--- src/rtl/dsp_pkg.sv ---
// Shared DSP definitions: output-step indices, the stereo frame type and
// 16-bit saturation.
package dsp_pkg;

  localparam logic [4:0] STEP_OUT_L = 5'd30;
  localparam logic [4:0] STEP_OUT_R = 5'd31;

  typedef struct packed {
    logic signed [15:0] l;
    logic signed [15:0] r;
  } stereo_sample_t;

  function automatic logic signed [15:0] sat16(input logic signed [17:0] v);
    if (v > 18'sd32767)
      return 16'sh7FFF;
    else if (v < -18'sd32768)
      return 16'sh8000;
    else
      return v[15:0];
  endfunction

endpackage

--- src/rtl/sample_fifo.sv ---
// Small synchronous FIFO with an extra pointer bit so full and empty are
// distinguishable; the head word is read combinationally from storage.
module sample_fifo #(
  parameter int DEPTH = 4,
  parameter int WIDTH = 32
) (
  input  logic                       clk,
  input  logic                       reset_n,
  input  logic                       push,
  input  logic [WIDTH-1:0]           push_data,
  input  logic                       pop,
  output logic [WIDTH-1:0]           pop_data,
  output logic                       full,
  output logic                       empty,
  output logic [$clog2(DEPTH):0]     level
);

  localparam int AW = $clog2(DEPTH);

  logic [WIDTH-1:0] mem [DEPTH];
  logic [AW:0]      wr_ptr;
  logic [AW:0]      rd_ptr;
  logic             pop_ok;
  logic             push_ok;

  assign empty    = (wr_ptr == rd_ptr);
  assign full     = (wr_ptr[AW] != rd_ptr[AW]) && (wr_ptr[AW-1:0] == rd_ptr[AW-1:0]);
  assign level    = wr_ptr - rd_ptr;
  assign pop_data = mem[rd_ptr[AW-1:0]];

  // A pop on the same edge frees the slot, so a push into a full FIFO is
  // still accepted when the head is leaving.
  assign pop_ok  = pop && !empty;
  assign push_ok = push && (!full || pop_ok);

  always_ff @(posedge clk or negedge reset_n) begin
    if (!reset_n) begin
      wr_ptr <= '0;
      rd_ptr <= '0;
      mem    <= '{default: '0};
    end else begin
      if (push_ok) begin
        mem[wr_ptr[AW-1:0]] <= push_data;
        wr_ptr              <= wr_ptr + 1'b1;
      end
      if (pop_ok)
        rd_ptr <= rd_ptr + 1'b1;
    end
  end

endmodule

--- src/rtl/out_mixer.sv ---
// Final DSP output stage: mixes dry and echo paths with master/echo volume,
// mutes, saturates, and queues stereo frames toward the audio sink.
module out_mixer
  import dsp_pkg::*;
#(
  parameter int FIFO_DEPTH = 4,
  parameter int OVR_W      = 8
) (
  input  logic                            clk,
  input  logic                            reset_n,
  input  logic                            cpu_en,
  input  logic [4:0]                      step,
  input  logic [7:0]                      mvol_l,
  input  logic [7:0]                      mvol_r,
  input  logic [7:0]                      evol_l,
  input  logic [7:0]                      evol_r,
  input  logic                            mute,
  input  logic [15:0]                     suml_main,
  input  logic [15:0]                     sumr_main,
  input  logic [15:0]                     echo_l,
  input  logic [15:0]                     echo_r,
  output logic [15:0]                     sample_l,
  output logic [15:0]                     sample_r,
  output logic                            sample_valid,
  input  logic                            sample_ready,
  output logic [$clog2(FIFO_DEPTH):0]     fifo_level,
  output logic [OVR_W-1:0]                overrun_cnt
);

  // Products are 24 bits wide so -32768 * -128 = +2^22 stays positive after
  // the >>7; bits [23:7] keep the 17-bit signed scaled term.
  function automatic logic signed [15:0] mix(
    input logic signed [15:0] main,
    input logic signed [7:0]  mvol,
    input logic signed [15:0] echo,
    input logic signed [7:0]  evol,
    input logic               mute_in
  );
    logic signed [23:0] pm;
    logic signed [23:0] pe;
    logic signed [16:0] qm;
    logic signed [16:0] qe;
    logic signed [17:0] s;
    pm = main * mvol;
    pe = echo * evol;
    qm = pm[23:7];
    qe = pe[23:7];
    s  = {qm[16], qm} + {qe[16], qe};
    if (mute_in)
      return '0;
    return sat16(s);
  endfunction

  logic signed [15:0] hold_l;
  logic signed [15:0] mix_l;
  logic signed [15:0] mix_r;
  logic               cap_l;
  logic               push;
  logic               pop;
  logic               full;
  logic               empty;
  stereo_sample_t     push_frame;
  stereo_sample_t     head;

  always_comb begin
    mix_l = mix(suml_main, mvol_l, echo_l, evol_l, mute);
    mix_r = mix(sumr_main, mvol_r, echo_r, evol_r, mute);
  end

  assign cap_l = cpu_en && (step == STEP_OUT_L);
  assign push  = cpu_en && (step == STEP_OUT_R);
  assign pop   = sample_valid && sample_ready;

  always_comb begin
    push_frame   = '0;
    push_frame.l = hold_l;
    push_frame.r = mix_r;
  end

  always_ff @(posedge clk or negedge reset_n) begin
    if (!reset_n) begin
      hold_l      <= '0;
      overrun_cnt <= '0;
    end else begin
      if (cap_l)
        hold_l <= mix_l;
      if (push && full && !pop && (overrun_cnt != '1))
        overrun_cnt <= overrun_cnt + 1'b1;
    end
  end

  sample_fifo #(
    .DEPTH (FIFO_DEPTH),
    .WIDTH (32)
  ) u_fifo (
    .clk       (clk),
    .reset_n   (reset_n),
    .push      (push),
    .push_data (push_frame),
    .pop       (pop),
    .pop_data  (head),
    .full      (full),
    .empty     (empty),
    .level     (fifo_level)
  );

  assign sample_valid = !empty;
  assign sample_l     = head.l;
  assign sample_r     = head.r;

endmodule

--- config.mk ---
export PLATFORM = sky130hd
export DESIGN_NAME = out_mixer
export DESIGN_NICKNAME = d
export VERILOG_FILES = /design/src/rtl/dsp_pkg.sv /design/src/rtl/sample_fifo.sv /design/src/rtl/out_mixer.sv
export SDC_FILE = /design/constraint.sdc
export NUM_CORES = 1
export LEC_CHECK = 0
export BUFFER_PORTS_ARGS = -buffer_cell sky130_fd_sc_hd__buf_2
export CORE_MARGIN = 10
export CORE_UTILIZATION = 45
export DETAILED_ROUTE_END_ITERATION = 12
export GPL_TIMING_DRIVEN = 0
export HOLD_SLACK_MARGIN = 0.02
export SKIP_CTS_REPAIR_TIMING = 1
export SLEW_MARGIN = 20
export SYNTH_ARGS = -nofsm -noshare
export SYNTH_HDL_FRONTEND = slang
export SYNTH_HIERARCHICAL = 1
export SYNTH_SLANG_ARGS = --single-unit
--- constraint.sdc ---
create_clock -name clk -period 3.8 [get_ports clk]
set_clock_uncertainty 0.15 [all_clocks]
set_input_delay 0.76 -clock clk [delete_from_list [all_inputs] [get_ports clk]]
set_output_delay 0.76 -clock clk [all_outputs]
set_load 0.005 [all_outputs]
==> results.md, run 1 <==
- Simple-gate share of the synthesized area: 0.147
- Largest family of logic cells by synthesized area: adder cells
- Post-synth top area share: 0.312
- Final Hold Fails: 0
- Initial drt markers: 764
- Async set-or-reset flop fraction in the synthesized netlist: 1.00
- Sequential area share after synthesis: 0.152
- Vias in the first global route: 19996
- Worst setup margin: -3380 ps
- Pre-CTS worst setup slack: -4780 ps
- Fmax: 139 MHz
- Clock latency at the later pin of the worst-skew pair: 420 ps
- DRC: 0
- Post-Synth Adder-Cell Area: 0.415
- XOR/XNOR share of the synthesized area: 0.0383
- Initial Util: 0.453
- CTS root buf: clkbuf_16
- Startpoint class of the critical path: input pin
- Cell count after synthesis: 2630
- Min Tclk post-route: 7180 ps
- Number of flops mapped to enable cells by yosys: 0
- Endpoints failing setup: 80
- DRT Pass-1 Iters: 4
- Critical Path RT: 3950 ps
- Largest fanout on the critical path: 10
- Post-Layout Cell Count: 3656
- Vias per std cell: 5.10
- Slew @ Worst Pin: 1140 ps
- Post-Syn Area: 26100 um2
- Syn avg cell area: 9.92 um2
- Post-synthesis compound-gate area fraction: 0.0715
- GR Overflow Total: 0
- #FFs+latches synth: 158
- Dpl cells: 3544
- I/O Buffers: 148
- Hold Crit Class: in -> async
- Library cells used by synthesis: 75
- CTS Buffer Depth: 2
- Global-route wire length before repair: 102000 um
- Clk sinks: 158
- GRT Total Usage: 0.187
- Max-slew violation count: 0
- Antenna violations before repair: 0
- Synth area leaders: fa_1, dfrtp_1, ha_1
- Share of cells above drive strength 1: 0.222
- Width of the die: 261 um
- Number of cell rows: 88
- Fin util: 0.530
- Post-synthesis mux area share: 0.0841
- Worst setup path category: in -> reg
- Avg WL per Cell: 17.4 um
- Die Y: 261 um
- Routability-driven placement congestion ratio: 0.864
- Core area: 57600 um2
- Rel. slew slack: 0.242
- Final period utilization: 1.89
- Critical path data arrival time: 7330 ps
- Largest area contributor in the netlist: fa_1
- Net count, final: 3604
- Status: complete, but fails checks
- Post-route ant nets: 0
- Failing checks: setup timing
- Placed wire-length estimate: 52200 um
- Syn Nets: 3357
- Max Cap Viol: 0
- Largest net degree at the start of global routing: 94
- CP endpoint kind: flip-flop
- CTS buffer count: 17
- Post-synth top flop: dfrtp_1
- Area growth syn-to-layout: 17.0%
- I/O pin cnt: 150
- Post-route setup TNS: -262850 ps
- Total Wirelength: 63600 um
- Die footprint: 68000 um2
- TritonCTS clock tree: yes
- RSZ-0062 raised after global routing: true
- Synth warnings: 6
- Htree depth: 4
- CTS clock-pin slew for the worst setup and hold paths: 60 ps
- Via count: 18637
==> metal layers <==
layer | GRT usage | part of all wire
met1 | 0.225 | 0.41
met2 | 0.352 | 0.55
met3 | 0.0144 | 0.020
met4 | 0.0492 | 0.022
met5 | 0 | 0
==> synth_stat cells, types with 8 or more instances <==
cell type,n
a211oi_1,13
a21o_1,24
a21oi_1,54
a221o_1,12
a31oi_1,11
and2_1,362
and3_1,20
buf_6,15
clkbuf_1,43
dfrtp_1,158
fa_1,407
ha_1,214
inv_1,546
mux2_2,124
mux4_2,32
nand2_1,108
nand2b_1,18
nand3_1,14
nand4_1,8
nor2_1,115
nor2b_1,13
nor3_1,26
o21a_1,17
o21ai_0,39
o21bai_1,11
o31ai_1,16
xnor2_1,83
xor2_1,28
==> kinds of logic (layout without fill, tap and decap cells) <==
family | Yosys count | after routing
other | 0 | 1
adder cells (fa/ha/maj) | 621 | 621
AND/OR/NAND/NOR | 706 | 706
buffers and inverters | 612 | 872
AO/OA/AOI/OAI | 258 | 258
flip-flops | 158 | 158
multiplexers | 163 | 163
XOR/XNOR | 112 | 112
==> final timing paths <==
path | startpoint | endpoint | slack [ps] | depth (start not counted)
worst min register to register | u_fifo/mem[44]$_DFFE_PN0P_ | u_fifo/mem[44]$_DFFE_PN0P_ | 350 | 1
worst max register to register | u_fifo/rd_ptr[1]$_DFFE_PN0P_ | u_fifo/mem[46]$_DFFE_PN0P_ | 270 | 11
worst min-delay path | reset_n | overrun_cnt[7]$_DFFE_PN0P_ | 110 | 1
worst max-delay path | evol_l[5] | hold_l[11]$_DFFE_PN0P_ | -3380 | 27
max in group asynchronous | reset_n | u_fifo/mem[77]$_DFFE_PN0P_ | 2500 | 2
min in group clk | u_fifo/mem[44]$_DFFE_PN0P_ | u_fifo/mem[44]$_DFFE_PN0P_ | 350 | 1
==> stage by stage <==
stage	hold WS, ps	instance area [um2]
2_1_floorplan	309	26600
3_3_place_gp	319	28300
3_5_place_dp	338	28300
4_1_cts	135	28800
5_1_grt	147	30500
6_report	112	30500
==> final cells by class <==
type,count,area [um2]
timing repair buffer,229,1600
tap,765,957
clock inverter,13,103
sequential,158,3950
antenna,1,2.50
buffer,65,688
inverter,546,2070
clock buffer,19,443
fill,5206,27000
multi-input combinational,1860,20700
==> cell usage in the layout, fill, tap and decap left out, drive strengths merged, types with 12 or more instances in the layout <==
cell / n
xor2: 28
xnor2: 84
mux2: 131
nor2b: 13
nand2b: 18
o21bai: 12
dfrtp: 158
nand2: 108
ha: 214
a211oi: 14
inv: 551
nor2: 115
nand3: 14
a31oi: 12
o31ai: 16
o21ai: 44
a21o: 24
and2: 362
buf: 263
nor3: 26
o21a: 18
and3: 20
a21oi: 56
clkbuf: 50
fa: 407
a221o: 16
mux4: 32
==> worst max-delay path, cell delays in order <==
cell	delay [ps]
clkbuf_4	150
buf_6	140
nand2_1	80
fa_1	550
fa_1	520
inv_1	50
fa_1	490
fa_1	420
ha_2	190
or3_1	360
a311o_1	390
a31oi_4	210
nor2_1	50
a211o_1	300
a311oi_2	290
xnor2_1	160
ha_1	290
buf_6	140
a211o_4	350
a2111oi_4	240
o31ai_2	120
xnor2_1	230
o32ai_2	130
and2_1	180
buf_6	130
buf_6	120
a221o_1	280
==> registers in the layout, indices dropped and copies added (netlist names) <==
signal and flops:
u_fifo/wr_ptr 3, overrun_cnt 8, hold_l 16, u_fifo/mem 128, u_fifo/rd_ptr 3
Power of run 1 is left out: the tool's default activity adds up to more than one toggle a clock period on the data nets, which glitch-free logic cannot reach.
==> inputs of run 2 (changes only) <==
--- a/config.mk
+++ b/config.mk
@@ -11,6 +11,7 @@
 export DETAILED_ROUTE_END_ITERATION = 12
 export GPL_TIMING_DRIVEN = 0
 export HOLD_SLACK_MARGIN = 0.02
+export PLACE_DENSITY = 0.7
 export SKIP_CTS_REPAIR_TIMING = 1
 export SLEW_MARGIN = 20
 export SYNTH_ARGS = -nofsm -noshare
==> run 2 against run 1 <==
Effect of this change:
- worst setup slack got worse by 240 ps
- critical path depth rose by 3
- sequential share of layout area rose by 0.098 points
- clock-buffer cell count fell by 2
- via count rose by 1.3%
- final cell count fell by 0.41%
- register-to-register slack improved by 70 ps
- die area did not move
- design area fell by 0.75%
- worst hold slack got worse by 19 ps
- routed wire length rose by 0.61%
- critical endpoint is now u_fifo/mem[99]$_DFFE_PN0P_
- the run still ends with setup timing left
- sequential cell count did not move
==> results.md, run 2 (synthesis gave the netlist of run 1 again) <==
- Most frequent cells in the layout: inv_1, fa_1, and2_1, ha_1, dfrtp_1
- Biggest register: u_fifo/mem
- DRT Pass-1 Iters: 5 (+1)
- Worst setup margin: -3620 ps (-243 ps)
- Total Wirelength: 64000 um (+0.61%)
- Cell mode on critical path: fa_1
- Vias in the first global route: 20534 (+2.7%)
- Largest fanout on the critical path: 10 (unchanged)
- Failing checks: setup timing
- Max reg flops: 128 (unchanged)
- Avg WL per Cell: 17.6 um (+1.0%)
- Register area: 3950 um2 (unchanged)
- Fmax: 135 MHz (-3.3%)
- Clk sinks: 158 (unchanged)
- Die Y: 261 um (unchanged)
- I/O pin cnt: 150 (unchanged)
- Max Cap Viol: 0 (unchanged)
- Worst setup path category: in -> reg
- Critical path data arrival time: 7590 ps (+260 ps)
- GR Overflow Total: 0 (unchanged)
- Rel. slew slack: 0.208 (-0.0342)
- Critical Path Max Stage Delay: 520 ps (-30 ps)
- Share of cells above drive strength 1: 0.211 (-0.0107)
- Die footprint: 68000 um2 (unchanged)
- Max-slew violation count: 0 (unchanged)
- GRT Total Usage: 0.187 (about the same)
- Initial Util: 0.453 (unchanged)
- DRC: 0 (unchanged)
- Number of cell rows: 88 (unchanged)
- Post-Layout Cell Count: 3641 (-0.41%)
- Most common cell after layout, fill and taps aside: inv_1
- Net count, final: 3591 (-0.36%)
- Endpoints failing setup: 80 (unchanged)
- RSZ-0062 raised after global routing: true
- Area post-placement: 28300 um2 (unchanged)
- Slew @ Worst Pin: 1190 ps (+51.3 ps)
- Area growth syn-to-layout: 16.2%
- Antenna violations before repair: 0 (unchanged)
- End point of the critical path: u_fifo/mem[99]$_DFFE_PN0P_
- I/O Buffers: 148 (unchanged)
- Placed wire-length estimate: 52100 um (-0.14%)
- Reg-to-Reg Start: u_fifo/rd_ptr[1]$_DFFE_PN0P_
- Worst Path Buf+Inv: 7 (+1)
- Worst path slowest cell: fa_1
- Fin area: 30300 um2 (-0.75%)
- CP top delay family: adder cells
- Global-route wire length before repair: 103000 um (+0.56%)
- CTS buffer count: 17 (unchanged)
- Instance count on the critical path: 30 (+11%)
- Core area: 57600 um2 (unchanged)
- Final Hold Fails: 0 (unchanged)
- CTS root buf: clkbuf_16
- Largest regs: u_fifo/mem: 128 flops, hold_l: 16 flops, overrun_cnt: 8 flops
- Critical Path RT: 3970 ps (+20 ps)
- Crit path from: mvol_r[2]
- Via count: 18888 (+1.3%)
- Fin util: 0.526 (-0.00398)
- Htree depth: 4 (unchanged)
- Dpl cells: 3544 (unchanged)
- Filler cells: 5130 (-1.5%)
- TritonCTS clock tree: yes
- Width of the die: 261 um (unchanged)
- Multi-input combinational cell area: 20600 um2 (-0.42%)
- Diode count: 0 (-1)
- Min Tclk post-route: 7420 ps (+243 ps)
- Fin Hold WS: 92.5 ps (-19.2 ps)
- Routability-driven placement congestion ratio: 0.890 (+3.1%)
- Startpoint class of the critical path: input pin
- R2r endpoint: u_fifo/mem[113]$_DFFE_PN0P_
- Post-route ant nets: 0 (unchanged)
- Initial drt markers: 918 (+20%)
- R2R depth: 12 (+1)
- CP endpoint kind: flip-flop
- CTS clock-pin slew for the worst setup and hold paths: 70 ps (about the same)
- Vias per std cell: 5.19 (+1.8%)
- Largest net degree at the start of global routing: 105 (+12%)
- CTS Buffer Depth: 2 (unchanged)
- Status: complete, but fails checks
- Hold Crit Class: in -> async
- R2R Setup Slk: 340 ps (+70 ps)
- Final period utilization: 1.95 (+0.0639)
- Clock latency at the later pin of the worst-skew pair: 430 ps (about the same)
[run 2: cell count changes in the layout (fill, tap and decap cells not counted), moves of 5 or more]
cell / delta
buf_2: +13
buf_4: -17
buf_6: -6
clkbuf_2: +9
clkbuf_4: -8
ha_1: +7
ha_2: -5
o21ai_0: +5
[run 2: routing by layer]
layer / routed length, um / track usage / up-vias
met3: 2150 / 0.0199 / 81
met4: 1450 / 0.0494 / 0
met5: 0 / 0 / -
met2: 35300 / 0.357 / 325
met1: 25000 / 0.217 / 9733
li1: - / - / 8749
[run 2: through the flow]
stage                     worst slack, ps  TNS, ps
after floorplan                     -3220  -249450
after global routing                -3820  -295960
after detailed placement            -4880  -372760
after global placement              -4690  -408560
final                               -3620  -279190
after CTS                           -4450  -342190
[run 2: worst min path at each step]
stage / start / to / slack [ps] / cells after the start
floorplan: reset_n / hold_l[0]$_DFFE_PN0P_ / 310 / 0
global placement: u_fifo/mem[52]$_DFFE_PN0P_ / u_fifo/mem[52]$_DFFE_PN0P_ / 320 / 1
CTS: reset_n / overrun_cnt[4]$_DFFE_PN0P_ / 100 / 1
finish: reset_n / overrun_cnt[1]$_DFFE_PN0P_ / 90 / 1
detailed placement: overrun_cnt[7]$_DFFE_PN0P_ / overrun_cnt[7]$_DFFE_PN0P_ / 340 / 1
global route: reset_n / overrun_cnt[4]$_DFFE_PN0P_ / 110 / 1
[run 2: cell type report]
| type | count | area share |
|---|---|---|
| Clock inverter | 14 | 0.00656 |
| Tap cell | 765 | 0.0316 |
| Timing Repair Buffer | 217 | 0.0480 |
| Inverter | 546 | 0.0681 |
| Buffer | 64 | 0.0204 |
| Multi-Input combinational cell | 1860 | 0.681 |
| Clock buffer | 17 | 0.0140 |
| Sequential cell | 158 | 0.130 |
Power of run 2 is left out for the same reason.
==> inputs of run 3 (changes only) <==
--- a/config.mk
+++ b/config.mk
@@ -5,13 +5,14 @@
 export SDC_FILE = /design/constraint.sdc
 export NUM_CORES = 1
 export LEC_CHECK = 0
-export BUFFER_PORTS_ARGS = -buffer_cell sky130_fd_sc_hd__buf_2
 export CORE_MARGIN = 10
 export CORE_UTILIZATION = 45
+export CTS_BUF_LIST = sky130_fd_sc_hd__clkbuf_8
 export DETAILED_ROUTE_END_ITERATION = 12
+export DONT_BUFFER_PORTS = 1
 export GPL_TIMING_DRIVEN = 0
 export HOLD_SLACK_MARGIN = 0.02
-export PLACE_DENSITY = 0.7
+export PLACE_DENSITY = 0.68
 export SKIP_CTS_REPAIR_TIMING = 1
 export SLEW_MARGIN = 20
 export SYNTH_ARGS = -nofsm -noshare
==> run 3 against run 2 <==
Effect of this change:
- the run ends with hold timing, setup timing left
- core utilization down 2.1 points
- sequential cell count unchanged
- routed wire length shrank 4.0%
- clock-buffer cell count did not move
- via count shrank 3.4%
- critical endpoint is now u_fifo/mem[3]$_DFFE_PN0P_
- critical path type unchanged
- highest routed layer unchanged
==> results.md, run 3 (synthesis gave the netlist of run 1 again) <==
- Status: complete, but fails checks
- Failing checks: hold timing, setup timing
- CTS clock-pin slew for the worst setup and hold paths: 100 ps (+30 ps)
- GR Overflow Total: 0 (unchanged)
- Min Tclk post-route: 7070 ps (-348 ps)
- RSZ-0062 raised after global routing: true
- Endpoints failing setup: 80 (unchanged)
- I/O pin cnt: 150 (unchanged)
- CTS buffer count: 17 (unchanged)
- Fin Hold WS: -148 ps (-241 ps)
- Worst setup margin: -3270 ps (+348 ps)
- Most frequent cells in the layout: inv_1, fa_1, and2_1, ha_1, dfrtp_1
- Diode count: 0 (unchanged)
- Rel. slew slack: 0.240 (+0.0325)
- R2R depth: 11 (-1)
- GRT Total Usage: 0.183 (-0.00424)
- CP endpoint kind: flip-flop
- Global-route wire length before repair: 100000 um (-2.5%)
- Fin util: 0.505 (-0.0211)
- Vias per std cell: 5.24 (+1.1%)
- Width of the die: 261 um (unchanged)
- Hold Crit Class: in -> async
- Total Wirelength: 61400 um (-4.0%)
- Area growth syn-to-layout: 11.5%
- Vias in the first global route: 19654 (-4.3%)
- Slew @ Worst Pin: 1140 ps (-48.7 ps)
- Biggest register: u_fifo/mem
- Clk sinks: 158 (unchanged)
- CTS Buffer Depth: 2 (unchanged)
- Htree depth: 4 (unchanged)
- DRT Pass-1 Iters: 5 (unchanged)
- Die Y: 261 um (unchanged)
- Die footprint: 68000 um2 (unchanged)
- CTS root buf: clkbuf_8
- I/O Buffers: 0 (-100%)
- Share of cells above drive strength 1: 0.170 (-0.0413)
- Initial Util: 0.453 (unchanged)
- Avg WL per Cell: 17.6 um (+0.49%)
- Initial drt markers: 1007 (+9.7%)
- Antenna violations before repair: 0 (unchanged)
- Fmax: 141 MHz (+4.9%)
- Most common cell after layout, fill and taps aside: inv_1
- Number of cell rows: 88 (unchanged)
- Final Hold Fails: 158 (+158)
- Post-route ant nets: 0 (unchanged)
- Largest regs: u_fifo/mem: 128 flops, hold_l: 16 flops, overrun_cnt: 8 flops
- Worst setup path category: in -> reg
- TritonCTS clock tree: yes
- Clock latency at the later pin of the worst-skew pair: 460 ps (+30 ps)
- Critical path data arrival time: 7280 ps (-310 ps)
- Max-slew violation count: 0 (unchanged)
- Max Cap Viol: 0 (unchanged)
- Core area: 57600 um2 (unchanged)
- Largest net degree at the start of global routing: 159 (+51%)
- Critical Path RT: 4010 ps (+40 ps)
- Via count: 18252 (-3.4%)
- R2r endpoint: u_fifo/mem[109]$_DFFE_PN0P_
- R2R Setup Slk: 260 ps (-80 ps)
- Net count, final: 3429 (-4.5%)
- Largest fanout on the critical path: 10 (unchanged)
- Final period utilization: 1.86 (-0.0917)
- Routability-driven placement congestion ratio: 0.859 (-3.5%)
- Placed wire-length estimate: 51200 um (-1.7%)
- Max reg flops: 128 (unchanged)
- DRC: 0 (unchanged)
- Startpoint class of the critical path: input pin
- Reg-to-Reg Start: u_fifo/rd_ptr[1]$_DFFE_PN0P_
-- run 3: cell types whose count changed in the layout (fill, tap and decap cells not counted), sizes merged --
| cell | change |
|---|---|
| buf | -160 |
| clkinvlp | +7 |
| inv | -3 |
| bufinv | -2 |
| clkbuf | -2 |
| clkinv | -1 |
-- run 3: cell type report --
type	count	area, um2
clock buffer	17	234
inverter	546	2070
fill	5195	28500
sequential	158	3950
multi-input combinational	1860	20600
buffer	65	647
timing repair buffer	54	439
tap	765	957
clock inverter	15	154
-- run 3: how the worst max path moves through the flow --
stage	start	to	slack [ps]	depth (start not counted)
floorplan	evol_r[6]	u_fifo/mem[102]$_DFFE_PN0P_	-3220	28
global placement	mvol_r[3]	u_fifo/mem[35]$_DFFE_PN0P_	-4310	24
detailed placement	mvol_r[2]	u_fifo/mem[99]$_DFFE_PN0P_	-4530	24
CTS	mvol_r[3]	u_fifo/mem[99]$_DFFE_PN0P_	-4030	24
global route	mvol_r[7]	u_fifo/mem[3]$_DFFE_PN0P_	-3490	27
finish	mvol_r[2]	u_fifo/mem[3]$_DFFE_PN0P_	-3270	26
-- run 3: critical path: stages --
cell,delay [ps]
buf_2,180
and2_1,180
fa_1,510
fa_1,510
fa_1,500
inv_1,50
fa_1,510
inv_1,80
ha_4,300
and4_2,270
nand4_1,100
buf_4,190
a21oi_4,210
o31a_1,220
nor2_2,70
xnor2_2,270
ha_1,340
a21o_1,220
a21o_1,170
a21o_1,190
a311oi_2,220
o21ai_2,140
o211ai_1,330
buf_4,280
o41ai_4,130
mux2_4,310
-- run 3: layer usage --
metal	wire, um	track usage	vias up
met5	0	0	-
met4	1260	0.0407	0
met3	2810	0.0266	64
met2	33300	0.343	317
met1	24000	0.216	9426
li1	-	-	8445
-- run 3: per-stage QoR --
step                      area (um2)  std cells  hold slack, ps  TNS [ps]  setup WS [ps]
final                          29100       3480            -148   -250930          -3270
after global routing           29100       3480            -175   -269030          -3490
after CTS                      27900       3427            -179   -302010          -4030
after detailed placement       27500       3395             330   -339380          -4530
after global placement         27500       3395             325   -323880          -4310
after floorplan                26600       2630             309   -249450          -3220
Power of run 3 is left out for the same reason.
